## src/rtl/instr_inv_queue_pkg.sv

```systemverilog
// Shared types for the instruction-side invalidation queue: CPU configuration,
// the queued request type and the line-address width helper.
package instr_inv_queue_pkg;

    typedef struct packed {
        int unsigned INSTR_INV_QUEUE_DEPTH;
    } cpu_config_t;

    localparam cpu_config_t CPU_CFG_DEFAULT = '{INSTR_INV_QUEUE_DEPTH: 32'd4};

    typedef struct packed {
        logic [31:0] addr;
    } inv_req_t;

    // Width of addr[31:2+log2(line_w)], the part compared when coalescing.
    function automatic int line_addr_w(input int line_w);
        return 30 - $clog2(line_w);
    endfunction

endpackage

```

## src/rtl/instr_inv_queue_if.sv

```systemverilog
// Producer and consumer signals of the invalidation queue. The slave modport is
// the queue itself; the master modport is the data side plus icache/predictor.
interface instr_inv_queue_if #(
    parameter int DEPTH = 4
);
    localparam int CNT_W = $clog2(DEPTH + 1);

    logic             inv_valid;
    logic [31:0]      inv_addr;
    logic             inv_ready;
    logic             ic_inv_valid;
    logic [31:0]      ic_inv_addr;
    logic             ic_inv_ack;
    logic             bp_inv_valid;
    logic [31:0]      bp_inv_addr;
    logic             bp_inv_ack;
    logic             empty;
    logic [CNT_W-1:0] count;

    modport slave (
        input  inv_valid, inv_addr, ic_inv_ack, bp_inv_ack,
        output inv_ready, ic_inv_valid, ic_inv_addr, bp_inv_valid, bp_inv_addr,
               empty, count
    );

    modport master (
        output inv_valid, inv_addr, ic_inv_ack, bp_inv_ack,
        input  inv_ready, ic_inv_valid, ic_inv_addr, bp_inv_valid, bp_inv_addr,
               empty, count
    );
endinterface

```

## src/rtl/instr_inv_fifo.sv

```systemverilog
// Storage and pointers for the invalidation queue. Reads are asynchronous so a
// pushed entry reaches the head one cycle after the write.
module instr_inv_fifo
    import instr_inv_queue_pkg::*;
#(
    parameter int DEPTH = 4,
    parameter int CNT_W = $clog2(DEPTH + 1)
) (
    input  logic             clk,
    input  logic             rst_n,
    input  logic             wr_en,
    input  inv_req_t         wr_data,
    input  logic             rd_en,
    output inv_req_t         head_data,
    output inv_req_t         tail_data,
    output logic [CNT_W-1:0] count
);
    localparam int PTR_W = $clog2(DEPTH);

    inv_req_t         mem_reg [DEPTH];
    logic [PTR_W-1:0] wr_ptr_reg, wr_ptr_next;
    logic [PTR_W-1:0] rd_ptr_reg, rd_ptr_next;
    logic [CNT_W-1:0] count_reg, count_next;
    logic [PTR_W-1:0] tail_ptr;

    // Pointer and occupancy updates; pointers wrap naturally since DEPTH is 2^n.
    always_comb begin
        wr_ptr_next = wr_ptr_reg;
        rd_ptr_next = rd_ptr_reg;
        count_next  = count_reg;
        if (wr_en) begin
            wr_ptr_next = wr_ptr_reg + PTR_W'(1);
        end
        if (rd_en) begin
            rd_ptr_next = rd_ptr_reg + PTR_W'(1);
        end
        count_next = count_reg + CNT_W'(wr_en) - CNT_W'(rd_en);
    end

    // Pointer/count registers, cleared by reset.
    always_ff @(posedge clk) begin
        if (!rst_n) begin
            wr_ptr_reg <= '0;
            rd_ptr_reg <= '0;
            count_reg  <= '0;
        end else begin
            wr_ptr_reg <= wr_ptr_next;
            rd_ptr_reg <= rd_ptr_next;
            count_reg  <= count_next;
        end
    end

    // Entry storage; contents are don't-care until written.
    always_ff @(posedge clk) begin
        if (wr_en) begin
            mem_reg[wr_ptr_reg] <= wr_data;
        end
    end

    assign tail_ptr  = wr_ptr_reg - PTR_W'(1);
    assign head_data = mem_reg[rd_ptr_reg];
    assign tail_data = mem_reg[tail_ptr];
    assign count     = count_reg;
endmodule

```

## src/rtl/instr_inv_queue.sv

```systemverilog
// Invalidation queue between the data side and the instruction cache / branch
// predictor. Each head entry must be acknowledged by both consumers, in any
// order, before it pops. Pushes to the tail's cache line are merged.
module instr_inv_queue
    import instr_inv_queue_pkg::*;
#(
    parameter int DEPTH  = CPU_CFG_DEFAULT.INSTR_INV_QUEUE_DEPTH,
    parameter int LINE_W = 4
) (
    input  logic               clk,
    input  logic               rst_n,
    instr_inv_queue_if.slave   bus
);
    localparam int CNT_W    = $clog2(DEPTH + 1);
    localparam int LINE_AW  = line_addr_w(LINE_W);
    localparam int LINE_LSB = 32 - LINE_AW;
    localparam logic [CNT_W-1:0] FULL_CNT = CNT_W'(DEPTH);
    localparam logic [CNT_W-1:0] ONE_CNT  = CNT_W'(1);

    logic             ic_done_reg, ic_done_next;
    logic             bp_done_reg, bp_done_next;
    logic             ready_reg, ready_next;
    inv_req_t         head_data, tail_data, wr_data;
    logic [CNT_W-1:0] count;
    logic [CNT_W-1:0] count_next;
    logic             empty;
    logic             ic_valid, bp_valid;
    logic             ic_ack_eff, bp_ack_eff;
    logic             push, pop, coalesce, alloc;
    logic             tail_is_head, line_match, head_busy;

    assign wr_data.addr = bus.inv_addr;

    instr_inv_fifo #(
        .DEPTH (DEPTH),
        .CNT_W (CNT_W)
    ) u_fifo (
        .clk       (clk),
        .rst_n     (rst_n),
        .wr_en     (alloc),
        .wr_data   (wr_data),
        .rd_en     (pop),
        .head_data (head_data),
        .tail_data (tail_data),
        .count     (count)
    );

    assign empty    = (count == '0);
    assign ic_valid = !empty && !ic_done_reg;
    assign bp_valid = !empty && !bp_done_reg;

    // Handshake decode: acks only count while the matching valid is offered;
    // merging into the head is blocked once either consumer has touched it.
    always_comb begin
        ic_ack_eff   = bus.ic_inv_ack && ic_valid;
        bp_ack_eff   = bus.bp_inv_ack && bp_valid;
        pop          = !empty && (ic_done_reg || ic_ack_eff) && (bp_done_reg || bp_ack_eff);
        push         = bus.inv_valid && ready_reg;
        tail_is_head = (count == ONE_CNT);
        line_match   = (tail_data.addr[31:LINE_LSB] == bus.inv_addr[31:LINE_LSB]);
        head_busy    = ic_done_reg || bp_done_reg || bus.ic_inv_ack || bus.bp_inv_ack;
        coalesce     = push && !empty && line_match && !(tail_is_head && head_busy);
        alloc        = push && !coalesce;
        count_next   = count + CNT_W'(alloc) - CNT_W'(pop);
        ready_next   = (count_next != FULL_CNT);
    end

    // Done-bit next state: set by a lone ack, cleared whenever the head pops.
    always_comb begin
        ic_done_next = ic_done_reg;
        bp_done_next = bp_done_reg;
        if (pop) begin
            ic_done_next = 1'b0;
            bp_done_next = 1'b0;
        end else begin
            if (ic_ack_eff) begin
                ic_done_next = 1'b1;
            end
            if (bp_ack_eff) begin
                bp_done_next = 1'b1;
            end
        end
    end

    // Done bits and registered not-full ready.
    always_ff @(posedge clk) begin
        if (!rst_n) begin
            ic_done_reg <= 1'b0;
            bp_done_reg <= 1'b0;
            ready_reg   <= 1'b1;
        end else begin
            ic_done_reg <= ic_done_next;
            bp_done_reg <= bp_done_next;
            ready_reg   <= ready_next;
        end
    end

    assign bus.inv_ready    = ready_reg;
    assign bus.ic_inv_valid = ic_valid;
    assign bus.bp_inv_valid = bp_valid;
    assign bus.ic_inv_addr  = head_data.addr;
    assign bus.bp_inv_addr  = head_data.addr;
    assign bus.empty        = empty;
    assign bus.count        = count;
endmodule
```

## src/flat_wrapper.sv

```systemverilog
// flat-port wrapper written by rule: the top's interface ports become plain ports
module instr_inv_queue_flat import instr_inv_queue_pkg::*;
#(
    parameter int DEPTH  = CPU_CFG_DEFAULT.INSTR_INV_QUEUE_DEPTH,
    parameter int LINE_W = 4
)
  (clk, rst_n, bus_inv_valid, bus_inv_addr, bus_ic_inv_ack, bus_bp_inv_ack, bus_inv_ready, bus_ic_inv_valid, bus_ic_inv_addr, bus_bp_inv_valid, bus_bp_inv_addr, bus_empty, bus_count);
  instr_inv_queue_if #(.DEPTH(DEPTH)) bus_i ();
  input  logic clk;
  input  logic rst_n;
  input wire logic [$bits(bus_i.inv_valid)-1:0] bus_inv_valid;
  input wire logic [$bits(bus_i.inv_addr)-1:0] bus_inv_addr;
  input wire logic [$bits(bus_i.ic_inv_ack)-1:0] bus_ic_inv_ack;
  input wire logic [$bits(bus_i.bp_inv_ack)-1:0] bus_bp_inv_ack;
  output wire logic [$bits(bus_i.inv_ready)-1:0] bus_inv_ready;
  output wire logic [$bits(bus_i.ic_inv_valid)-1:0] bus_ic_inv_valid;
  output wire logic [$bits(bus_i.ic_inv_addr)-1:0] bus_ic_inv_addr;
  output wire logic [$bits(bus_i.bp_inv_valid)-1:0] bus_bp_inv_valid;
  output wire logic [$bits(bus_i.bp_inv_addr)-1:0] bus_bp_inv_addr;
  output wire logic [$bits(bus_i.empty)-1:0] bus_empty;
  output wire logic [$bits(bus_i.count)-1:0] bus_count;
  assign bus_i.inv_valid = bus_inv_valid;
  assign bus_i.inv_addr = bus_inv_addr;
  assign bus_i.ic_inv_ack = bus_ic_inv_ack;
  assign bus_i.bp_inv_ack = bus_bp_inv_ack;
  assign bus_inv_ready = bus_i.inv_ready;
  assign bus_ic_inv_valid = bus_i.ic_inv_valid;
  assign bus_ic_inv_addr = bus_i.ic_inv_addr;
  assign bus_bp_inv_valid = bus_i.bp_inv_valid;
  assign bus_bp_inv_addr = bus_i.bp_inv_addr;
  assign bus_empty = bus_i.empty;
  assign bus_count = bus_i.count;
  instr_inv_queue #(.DEPTH(DEPTH), .LINE_W(LINE_W)) u_core (.clk(clk), .rst_n(rst_n), .bus(bus_i));
endmodule
```

## config.mk

```make
export PLATFORM = sky130hd
export DESIGN_NAME = instr_inv_queue_flat
export DESIGN_NICKNAME = d
export VERILOG_FILES = /design/src/rtl/instr_inv_queue_pkg.sv /design/src/rtl/instr_inv_queue_if.sv /design/src/rtl/instr_inv_fifo.sv /design/src/rtl/instr_inv_queue.sv /design/src/flat_wrapper.sv
export SDC_FILE = /design/constraint.sdc
export NUM_CORES = 1
export LEC_CHECK = 0
export BUFFER_PORTS_ARGS = -buffer_cell sky130_fd_sc_hd__buf_2
export CORE_AREA = 2 2 84 167
export CTS_CLUSTER_DIAMETER = 80
export DETAILED_ROUTE_END_ITERATION = 8
export DIE_AREA = 0 0 86 169
export PLACE_DENSITY = 0.75
export SYNTH_ARGS = -nofsm -noshare
export SYNTH_HDL_FRONTEND = slang
export SYNTH_HIERARCHICAL = 1
export SYNTH_SLANG_ARGS = --single-unit
```

## constraint.sdc

```tcl
create_clock -name clk -period 3.4 [get_ports clk]
set_input_delay 0.68 -clock clk [delete_from_list [all_inputs] [get_ports clk]]
set_output_delay 0.68 -clock clk [all_outputs]
set_load 0.01 [all_outputs]
```

Word level (Yosys, flattened, before mapping)
Memory sizes are Yosys's and may differ from the RTL's. A register that Yosys moved wholly into a read port is not among the register bits.
Cells that the tools add are included.
W data, S select, Z words.
{"block": "classes", "addsub": 5, "n_eq_ne": 3, "muxes": 4, "bitwise": 1, "n_reduce_logical": 24}
{"op": "$eq A28 B28 Y1", "n": 1}
{"op": "$logic_and A1 B1 Y1", "n": 12}
{"op": "$logic_not A1 Y1", "n": 5}
{"op": "$logic_or A1 B1 Y1", "n": 5}
{"op": "$add A2 B1 Y2 const B", "n": 2}
{"op": "$mux W2", "n": 2}
{"op": "$add A3 B1 Y3", "n": 1}
{"op": "$eq A3 B1 Y1 const B", "n": 1}
{"op": "$logic_not A3 Y1", "n": 1}
{"op": "$ne A3 B3 Y1 const B", "n": 1}
{"op": "$sub A3 B1 Y3", "n": 1}
{"op": "$mux W1", "n": 2}
{"op": "$reduce_or A2 Y1", "n": 1}
{"op": "$sub A2 B1 Y2 const B", "n": 1}
{"op": "$not A1 Y1", "n": 1}
{"block": "word_totals", "reg_bits": 10, "mem_bits_rw": 128, "inputBits": 37, "out_inout_bits": 71, "word_cells": 44, "n_memories": 1}
{"memory": "u_core.u_fifo.mem_reg", "words": 4, "width": 32, "read_ports": 2, "rd_clocked_by_memory_dff": 1, "wr": 1, "line": "instr_inv_fifo.sv:20", "rtl": "inv_req_t mem_reg [DEPTH];"}

Longest topological paths before layout
Gate-level depths: netlist of the first run.
{"block": "logic_depth", "depth_word": 11, "mapped_depth": 18, "depth_no_buf": 14}

Hierarchy
The synthesis of the first run kept the hierarchy.
{"module": "instr_inv_fifo", "instances": 1, "cells_each": 249, "area_each_um2": 5904.4, "seq_area_each_um2": 4023.9}
{"module": "instr_inv_queue", "instances": 1, "cells_each": 98, "area_each_um2": 770.7, "seq_area_each_um2": 60.1}

Least setup slack after synthesis of the first run
No wires, ideal clock.
{"block": "synth_path", "kind": "reg-to-reg", "start": "register u_core.u_fifo.wr_ptr_reg[0]", "end": "register u_core.ready_reg, in the netlist u_core/bus.inv_ready", "arrival_time_ns": 3.641, "t_required_ns": 3.278, "path_slack_ns": -0.363, "path_stages_with_launch": 19, "path_buffers": 4, "cell_sequence": "dfxtp_1 -> buf_6 -> buf_12 -> inv_1 -> ha_1 -> clkbuf_1 -> buf_2 -> mux4_2 -> xor2_1 -> nor4_1 -> nand4_1 -> o311ai_1 -> ha_1 -> inv_1 -> ha_1 -> fa_1 -> xnor2_1 -> xnor2_1 -> nand3_1"}
{"item": "start: declaration", "line": "instr_inv_fifo.sv:21", "rtl": "logic [PTR_W-1:0] wr_ptr_reg, wr_ptr_next;"}
{"item": "start signal: assignment", "line": "instr_inv_fifo.sv:47", "rtl": "wr_ptr_reg <= wr_ptr_next;"}
{"item": "end signal: assignment", "line": "instr_inv_queue.sv:94", "rtl": "ready_reg <= ready_next;"}
{"item": "end: declaration", "line": "instr_inv_queue.sv:22", "rtl": "logic ready_reg, ready_next;"}

==> qor.yml, run 1 <==
power.density_nw_per_um2: 834
place_area_um2: 7230
synth_nets: 390
dieHeight_um: 169
syn2layout_area_growth_pct: 20.0
clkSinkCount: 140
grtUsageTotal_pct: 19.7
leakagePower_nw: 2.82
clock-root-buffer: "clkbuf_16"
status: "complete, but fails checks"
io_buffers: 107
cp_max_fo: 9
drtPass1Iterations: 4
drcViolationCount: 0
fill_cells: 994
largest_reg_flops: 128
setup_violations: 1
nets: 495
grt_max_degree: 22
hpwl_mm: 9.12
cap_viol_max_count: 0
grt_pass1_wl_mm: 20.7
synth_warnings: 6
crit_path_end_kind: "flip-flop"
antenna_found_initial: 0
required_ns: 3.70
setup-tns-final_ns: -0.0700
totalWireLength_mm: 13.2
netlist_instances: 343
min_from: "bus_inv_addr[0]"
ctsHoldBuffers: 0
drive_gt1_share_pct: 52.3
antenna_cells: 0
routed_via_density: 5.79
die_area_um2: 14500
pwr-share-comb_pct: 35.5
htree_levels: 4
die_w_um: 86
worst_pin_slew_ns: 0.522
violations: "setup timing"
core_area_um2: 13300
register_area_um2: 4090
hp-class: "input pin to flip-flop"
fin_crit_sh_pct: 102
cp.arrival_ns: 3.77
row_count: 60
fin_skew_ns: 0.00976
rsz0062_at_grt: "true"
overflow: 0
gp_congestion: 0.768
first_iter_violations: 240
final_cells: 616
critPathLaunchType: "flip-flop"
p_clk_share_pct: 29.1
switching_share_pct: 30.7
post-route-min-period_ns: 3.47
io_pins: 108
dp_cells: 583
fmax_mhz: 288
setup_ws_ns: -0.0700
via_count: 3567
multi_input_area_um2: 2110
switching_power_mw: 2.03
drv_slew: 0
crit_start: "u_core/u_fifo/wr_ptr_reg[0]"
p_seq_share_pct: 35.4
fin_util_pct: 59.5
cts_tree: "yes"
hold_viol_final: 0
cts_buffer_depth: 2
cts-buffers-inserted: 17
worstSetupPathType: "flip-flop to flip-flop"
max_slew_margin_pct: 65.2
clkLatencyLatePin_ns: 0.41
peakVddDrop_mv: 0.502
grt_pass1_vias: 3642
ant_nets: 0
wl_per_cell_um: 21.5
internal_power_mw: 4.57
r2r-start: "u_core/u_fifo/wr_ptr_reg[0]"
synth_area_um2: 6590
start_util_pct: 49.6
final_area_um2: 7900
clkTransAtPathRegs_ns: 0.06
avgSynthCellArea_um2: 19.2
## worst max-delay path: stages, from the launching register on
cell and delay, ns:
dfxtp_4 0.37, inv_4 0.04, ha_4 0.30, buf_6 0.16, mux4_2 0.32, xor2_1 0.18
nor4_2 0.35, nand4_1 0.20, o311ai_2 0.32, ha_1 0.29, inv_1 0.06, ha_2 0.17
fa_2 0.43, nor2_2 0.09, nand3_1 0.07
## routing by layer
metal  vias to the layer above  wire [um]  global-route usage [%]
li1                       1556          -                       -
met1                      1841       4980                    24.1
met2                       157       7290                    33.2
met3                        13        731                    5.56
met4                         0        238                    7.04
met5                         -          0                       0
## final cells by class
class	instances	share of cell area, %
Clock buffer	19	5.48
Clock inverter	13	2.41
Inverter	11	0.554
Multi-Input combinational cell	144	26.7
Sequential cell	140	51.8
Tap cell	155	2.45
Timing Repair Buffer	134	10.7
## layout by cell type (no fill, tap or decap), types with 2 or more instances in the layout
master / instances
mux4_1: 4
dfxtp_2: 3
ha_1: 5
nor4_1: 4
a21oi_1: 3
ha_2: 2
clkbuf_1: 2
clkbuf_16: 17
buf_12: 8
inv_1: 9
and2_2: 4
and2_1: 2
xor2_1: 25
buf_4: 18
nor2_1: 11
xnor2_1: 6
buf_2: 107
nand4_1: 2
nor4_2: 2
edfxtp_1: 128
mux4_2: 56
clkinv_4: 2
clkinvlp_4: 4
dfxtp_1: 8
bufinv_16: 4
inv_6: 2
## power by group through the flow
| stage | sequential, mW | clock [mW] | combinational [mW] |
|---|---|---|---|
| final | 2.33 | 1.92 | 2.34 |
| after CTS | 2.33 | 1.95 | 2.36 |
| after floorplan | 2.29 | 0 | 1.75 |
| after global routing | 2.36 | 2.02 | 2.53 |
| after global placement | 2.35 | 0 | 2.28 |
| after detailed placement | 2.36 | 0 | 2.30 |
## path summary, 6_finish.rpt
kind | endpoint | slack (ns) | depth (start not counted)
worst max-delay path | u_core/bus.inv_ready | -0.07 | 14
worst min-delay path | u_core/u_fifo/mem_reg[0][0] | 0.48 | 1
worst max register to register | u_core/bus.inv_ready | -0.07 | 14
worst min register to register | u_core/bp_done_reg | 0.54 | 2
## repair_timing
item	4_1_cts	5_1_grt
gates cloned	0	0
resized for setup	7	3
pin swaps	0	3
buffers inserted	0	1
endpoints found under the setup margin	2	3
## stage by stage
stage	power (mW)	setup WS, ns	hold slack [ns]
finish	6.59	-0.0700	0.479
global route	6.92	-0.232	0.462
CTS	6.64	-0.0513	0.460
detailed placement	4.66	-0.179	0.514
global placement	4.62	-0.118	0.497
floorplan	4.05	-0.0595	0.474
No activity file was read; power rests on OpenSTA's default activity.
==> inputs of run 2 (changes only) <==
--- a/config.mk
+++ b/config.mk
@@ -6,11 +6,12 @@
 export NUM_CORES = 1
 export LEC_CHECK = 0
 export BUFFER_PORTS_ARGS = -buffer_cell sky130_fd_sc_hd__buf_2
-export CORE_AREA = 2 2 84 167
+export CORE_AREA = 2 2 78 155
+export CTS_BUF_LIST = sky130_fd_sc_hd__clkbuf_4
 export CTS_CLUSTER_DIAMETER = 80
 export DETAILED_ROUTE_END_ITERATION = 8
-export DIE_AREA = 0 0 86 169
-export PLACE_DENSITY = 0.75
+export DIE_AREA = 0 0 80 157
+export PLACE_DENSITY = 0.82
 export SYNTH_ARGS = -nofsm -noshare
 export SYNTH_HDL_FRONTEND = slang
 export SYNTH_HIERARCHICAL = 1
==> constraint.sdc (replaced) <==
create_clock -name clk -period 4.2 [get_ports clk]
set_input_delay 0.84 -clock clk [delete_from_list [all_inputs] [get_ports clk]]
set_output_delay 0.84 -clock clk [all_outputs]
set_load 0.01 [all_outputs]
==> run 2 against run 1 <==
- the flow now finishes without violations
- combinational power shrank 29%
- die area shrank 14%
- non-clock buffer count shrank 20
- sequential share of layout area grew 4.4 points
- via count shrank 1.9%
- final area shrank 7.9%
- critical path type unchanged
- largest cell class unchanged
==> qor.yml, run 2 (synthesized netlist as in run 1, its figures left out) <==
clkTransAtPathRegs_ns: 0.12  # +0.06 ns
peakVddDrop_mv: 0.401  # -20%
whs_endpoint: "u_core/u_fifo/mem_reg[0][2]"
critPathMaxStageDelay_ns: 0.41  # -0.02 ns
rsz0062_at_grt: "false"
cts_tree: "yes"
drv_slew: 0  # unchanged
grt_pass1_wl_mm: 20.1  # -2.9%
hpwl_mm: 8.67  # -4.9%
wl_per_cell_um: 22.0  # +2.3%
clkLatencyLatePin_ns: 0.54  # +0.13 ns
clkSinkCount: 140  # unchanged
grtUsageTotal_pct: 22.3  # +2.6 points
r2r_cells: 16  # +2
gp_congestion: 0.841  # +9.5%
core_area_um2: 11300  # -15%
fin_skew_ns: 0.0145  # +0.00472 ns
nets: 475  # -4.0%
leakagePower_nw: 2.56  # -9.1%
hold_viol_final: 0  # unchanged
min_from: "bus_inv_addr[2]"
drive_gt1_share_pct: 47.4  # -4.9 points
rr_endpoint: "u_core/bus.inv_ready"
dieHeight_um: 157  # -7.1%
cts-buffers-inserted: 17  # unchanged
die_area_um2: 12600  # -14%
overflow: 0  # unchanged
htree_levels: 4  # unchanged
setup-tns-final_ns: 0  # +0.0700 ns
hp-class: "input pin to flip-flop"
grt_pass1_vias: 3723  # +2.2%
first_iter_violations: 227  # -5.4%
row_count: 55  # -8.3%
total_power_mw: 4.53  # -31%
fin_crit_sh_pct: 93.2  # -8.9 points
ctsHoldBuffers: 0  # unchanged
drtPass1Iterations: 4  # unchanged
largest_reg_flops: 128  # unchanged
cap_viol_max_count: 0  # unchanged
grt_max_degree: 33  # +50%
start_util_pct: 58.3  # +8.8 points
clock-root-buffer: "clkbuf_4"
r2r-start: "u_core/u_fifo/wr_ptr_reg[1]"
die_w_um: 80  # -7.0%
most-common-layout-cells: "edfxtp_1 (128), buf_2 (107), mux4_2 (56)"
io_pins: 108  # unchanged
max_slew_margin_pct: 35.1  # -30 points
routed_via_density: 5.98  # +3.3%
io_buffers: 107  # unchanged
power.density_nw_per_um2: 622  # -25%
ctsResizeCount: 0  # -7
status: "finished, final reports clean"
via_count: 3499  # -1.9%
cts_buffer_depth: 2  # unchanged
critPathLaunchType: "flip-flop"
worst_pin_slew_ns: 0.974  # +0.452 ns
drcViolationCount: 0  # unchanged
final_common_cell: "edfxtp_1"
post-route-min-period_ns: 3.91  # +0.445 ns
crit_path_end_kind: "flip-flop"
totalWireLength_mm: 12.9  # -2.8%
antenna_found_initial: 2  # +2
cp.arrival_ns: 4.34  # +0.57 ns
hold_depth: 1  # unchanged
ant_nets: 0  # unchanged
r2r_slack_ns: 0.29  # +0.36 ns
setup_violations: 0  # -1
postCtsSetupBuffers: 0  # unchanged
cp_max_fo: 18  # +9
crit_top_cell: "ha_1"
worstPathCellList: "inv_1 > ha_1 > buf_4 > mux4_2 > xor2_1 > nor4_1 > buf_4 > nand4_1 > o311ai_1 > ha_1 > inv_1 > ha_1 > fa_1 > xnor2_1 > xnor2_1 > nand3_1"
required_ns: 4.63  # +0.93 ns
slowest_stage: "dfxtp_1"
fmax_mhz: 255  # -11%
worstSetupPathType: "flip-flop to flip-flop"
syn2layout_area_growth_pct: 10.5
[run 2: per-stage QoR]
stage          hold WS [ns]  area, um2  worst slack, ns  util [%]  instances
6_report              0.510       7280            0.285      64.5        585
5_1_grt               0.451       7280           0.0379      64.5        585
4_1_cts               0.465       7270            0.289      64.4        583
3_5_place_dp          0.519       6950            0.331      61.6        551
3_3_place_gp          0.493       6950            0.553      61.6        551
2_1_floorplan         0.474       6590            0.439         -        343
[run 2: worst max-delay path, delay by kind of cell (launching register included)]
family | cells | cell delay (ns)
simple gates | 3 | 0.54
xor+xnor | 3 | 0.48
compound gates | 1 | 0.32
mux | 1 | 0.36
flops | 1 | 0.41
fa+ha+maj | 4 | 1.07
buf+inv | 4 | 0.62
[run 2: final cells by class]
cell class,instances,area [um2]
clock buffers,17,128
repair buffers,114,588
fillers,835,4010
clock inverters,15,198
well taps,142,178
multi-input cells,144,2050
inverters,11,41.3
diodes,2,5.00
flip-flops and latches,140,4090
[run 2: worst max-delay path by stage]
| stage | startpoint | to | slack [ns] | depth (start not counted) |
|---|---|---|---|---|
| 2_1_floorplan | u_core/u_fifo/wr_ptr_reg[0] | u_core/bus.inv_ready | 0.44 | 18 |
| 3_3_place_gp | u_core/u_fifo/wr_ptr_reg[1] | u_core/bus.inv_ready | 0.55 | 16 |
| 3_5_place_dp | u_core/u_fifo/wr_ptr_reg[1] | u_core/bus.inv_ready | 0.33 | 16 |
| 4_1_cts | u_core/u_fifo/wr_ptr_reg[1] | u_core/bus.inv_ready | 0.29 | 16 |
| 5_1_grt | u_core/u_fifo/wr_ptr_reg[1] | u_core/bus.inv_ready | 0.04 | 16 |
| 6_report | u_core/u_fifo/wr_ptr_reg[1] | u_core/bus.inv_ready | 0.29 | 16 |
[run 2: power by group]
part	leakage [nW]	switching (mW)	internal [mW]
registers	1.27	0.157	1.76
logic	1.12	0.870	0.784
clock network	0.169	0.487	0.472
total	2.56	1.51	3.01
[run 2: per-layer routing]
layer  global-route usage (%)  up-vias  part of all wire, %
li1                         -     1523                    -
met1                     26.0     1793                   35
met3                     4.64       20                  6.6
met5                        0        -                    0
met2                     38.6      163                   56
met4                     11.1        0                  2.5
==> inputs of run 3 (changes only) <==
--- a/config.mk
+++ b/config.mk
@@ -6,12 +6,14 @@
 export NUM_CORES = 1
 export LEC_CHECK = 0
 export BUFFER_PORTS_ARGS = -buffer_cell sky130_fd_sc_hd__buf_2
-export CORE_AREA = 2 2 78 155
+export CELL_PAD_IN_SITES_DETAIL_PLACEMENT = 1
+export CELL_PAD_IN_SITES_GLOBAL_PLACEMENT = 1
+export CORE_AREA = 2 2 82 163
 export CTS_BUF_LIST = sky130_fd_sc_hd__clkbuf_4
 export CTS_CLUSTER_DIAMETER = 80
 export DETAILED_ROUTE_END_ITERATION = 8
-export DIE_AREA = 0 0 80 157
-export PLACE_DENSITY = 0.82
+export DIE_AREA = 0 0 84 165
+export PLACE_DENSITY_LB_ADDON = 0.1
 export SYNTH_ARGS = -nofsm -noshare
 export SYNTH_HDL_FRONTEND = slang
 export SYNTH_HIERARCHICAL = 1
==> run 3 against run 2 <==
- combinational power grew 5%
- largest power group unchanged
- fmax rose by 1.1%
- highest routed layer unchanged
- first-iteration DRC count is 20% lower
- clock skew rose by 0.021 ns
- non-clock buffer count rose by 1
- via count down 0.57%
==> qor.yml, run 3 (synthesized netlist as in run 1, its figures left out) <==
status: "finished, final reports clean"
fin_util_pct: 58.1  # -6.4 points
cap_viol_max_count: 0  # unchanged
cts_tree: "yes"
first_iter_violations: 181  # -20%
row_count: 58  # +5.5%
place_ws_ns: 0.378  # +0.0467 ns
hold_depth: 1  # unchanged
totalWireLength_mm: 14.6  # +14%
grt_pass1_wl_mm: 22.5  # +12%
post-route-min-period_ns: 3.87  # -0.0407 ns
setup-tns-final_ns: 0  # unchanged
syn2layout_area_growth_pct: 10.7
cts-buffers-inserted: 17  # unchanged
p_clk_share_pct: 20.7  # -0.5 points
worst_pin_slew_ns: 0.989  # +0.0151 ns
die_area_um2: 13900  # +10%
rsz0062_at_grt: "false"
met3WireLength_um: 562  # -34%
fill_cells: 1161  # +39%
final_area_um2: 7290  # +0.19%
io_pins: 108  # unchanged
drv_slew: 0  # unchanged
die_w_um: 84  # +5.0%
met1Wirelength_mm: 5.50  # +22%
fin_skew_ns: 0.0356  # +0.0211 ns
highest_layer: "met4"
crit_path_end_kind: "flip-flop"
cp_max_fo: 23  # +5
overflow: 0  # unchanged
clock-root-buffer: "clkbuf_4"
routed_via_density: 5.87  # -1.9%
leakagePower_nw: 2.56  # -0.18%
critPathLaunchType: "flip-flop"
min_from: "bus_inv_addr[0]"
wl_per_cell_um: 24.7  # +12%
peakVddDrop_mv: 0.407  # +1.5%
dieHeight_um: 165  # +5.1%
ctsHoldBuffers: 0  # unchanged
r2r_cells: 16  # unchanged
switching_power_mw: 1.58  # +4.6%
drcViolationCount: 0  # unchanged
grt_pass1_vias: 3989  # +7.1%
p_seq_share_pct: 41.6  # -0.7 points
cp.arrival_ns: 4.28  # -0.06 ns
power.density_nw_per_um2: 627  # +0.83%
pwr-share-comb_pct: 37.7  # +1.2 points
required_ns: 4.61  # -0.02 ns
wl_met2_mm: 8.31  # +16%
htree_levels: 4  # unchanged
final_common_cell: "edfxtp_1"
hp-class: "input pin to flip-flop"
hold_viol_final: 0  # unchanged
worstSetupPathType: "flip-flop to flip-flop"
grt_max_degree: 33  # unchanged
place_area_um2: 6980  # +0.43%
internal_power_mw: 2.99  # -0.76%
core_area_um2: 12600  # +11%
setup_violations: 0  # unchanged
clkSinkCount: 140  # unchanged
postCtsSetupBuffers: 0  # unchanged
drive_gt1_share_pct: 47.7  # +0.35 points
max_slew_margin_pct: 34.1  # -1.0 points
fin_crit_sh_pct: 92.2  # -0.97 points
ant_nets: 0  # unchanged
drtPass1Iterations: 6  # +2
setup_ws_ns: 0.326  # +0.0407 ns
io_buffers: 107  # unchanged
most-common-layout-cells: "edfxtp_1 (128), buf_2 (107), mux4_2 (56)"
start_util_pct: 52.5  # -5.9 points
r2r-start: "u_core/u_fifo/wr_ptr_reg[1]"
clkLatencyLatePin_ns: 0.55  # about the same
nets: 476  # +0.21%
ctsResizeCount: 0  # unchanged
hpwl_mm: 9.78  # +13%
via_count: 3479  # -0.57%
rr_endpoint: "u_core/bus.inv_ready"
antenna_found_initial: 1  # -1
switching_share_pct: 34.6  # +1.2 points
whs_endpoint: "u_core/u_fifo/mem_reg[0][0]"
largest_reg_flops: 128  # unchanged
fmax_mhz: 258  # +1.1%
clkTransAtPathRegs_ns: 0.15  # +0.03 ns
gp_congestion: 0.755  # -10%
r2r_slack_ns: 0.33  # +0.04 ns
grtUsageTotal_pct: 22.4  # +0.10 points
cts_buffer_depth: 2  # unchanged
## run 3: layout make-up
class	count	area, um2	area share, %
Inverter	11	41.3	0.566
Antenna cell	1	2.50	0.0343
Multi-Input combinational cell	144	2050	28.1
Sequential cell	140	4090	56.1
Timing Repair Buffer	115	608	8.34
Clock inverter	13	169	2.32
Clock buffer	19	143	1.96
Tap cell	150	188	2.57
## run 3: metrics by stage
| stage | hold slack (ns) | power [mW] | instances |
|---|---|---|---|
| global route | 0.461 | 4.82 | 593 |
| detailed placement | 0.534 | 3.68 | 560 |
| finish | 0.496 | 4.57 | 593 |
| CTS | 0.452 | 4.64 | 592 |
| global placement | 0.515 | 3.64 | 560 |
| floorplan | 0.474 | 3.23 | 343 |
## run 3: power groups by stage
| stage | combinational [mW] | clock (mW) | sequential (mW) |
|---|---|---|---|
| 2_1_floorplan | 1.38 | 0 | 1.86 |
| 3_3_place_gp | 1.73 | 0 | 1.92 |
| 3_5_place_dp | 1.75 | 0 | 1.93 |
| 4_1_cts | 1.76 | 0.969 | 1.90 |
| 5_1_grt | 1.87 | 1.02 | 1.93 |
| 6_report | 1.73 | 0.945 | 1.90 |
## run 3: worst max path at each step
stage | startpoint | endpoint | slack [ns] | depth (start not counted)
finish | u_core/u_fifo/wr_ptr_reg[1] | u_core/bus.inv_ready | 0.33 | 16
global route | u_core/u_fifo/wr_ptr_reg[1] | u_core/bus.inv_ready | 0.06 | 16
CTS | u_core/u_fifo/wr_ptr_reg[1] | u_core/bus.inv_ready | 0.30 | 16
detailed placement | u_core/u_fifo/wr_ptr_reg[1] | u_core/bus.inv_ready | 0.38 | 16
global placement | u_core/u_fifo/wr_ptr_reg[0] | u_core/bus.inv_ready | 0.43 | 13
floorplan | u_core/u_fifo/wr_ptr_reg[0] | u_core/bus.inv_ready | 0.44 | 18
## run 3: critical path: stages, from the launching register on
cell and delay [ns]:
dfxtp_1 0.40, inv_1 0.08, ha_1 0.34, buf_12 0.20, mux4_2 0.32, xor2_1 0.15, nor4_1 0.34, buf_4 0.18
nand4_1 0.12, o311ai_1 0.38, ha_1 0.17, inv_1 0.04, ha_1 0.18, fa_1 0.41, xnor2_1 0.18, xnor2_1 0.14
nand3_1 0.10
## run 3: routing by layer
metal / vias to the layer above / GRT usage, %
li1: 1521 / -
met2: 89 / 41.9
met4: 0 / 6.89
met3: 18 / 4.75
met1: 1851 / 25.5
met5: - / 0
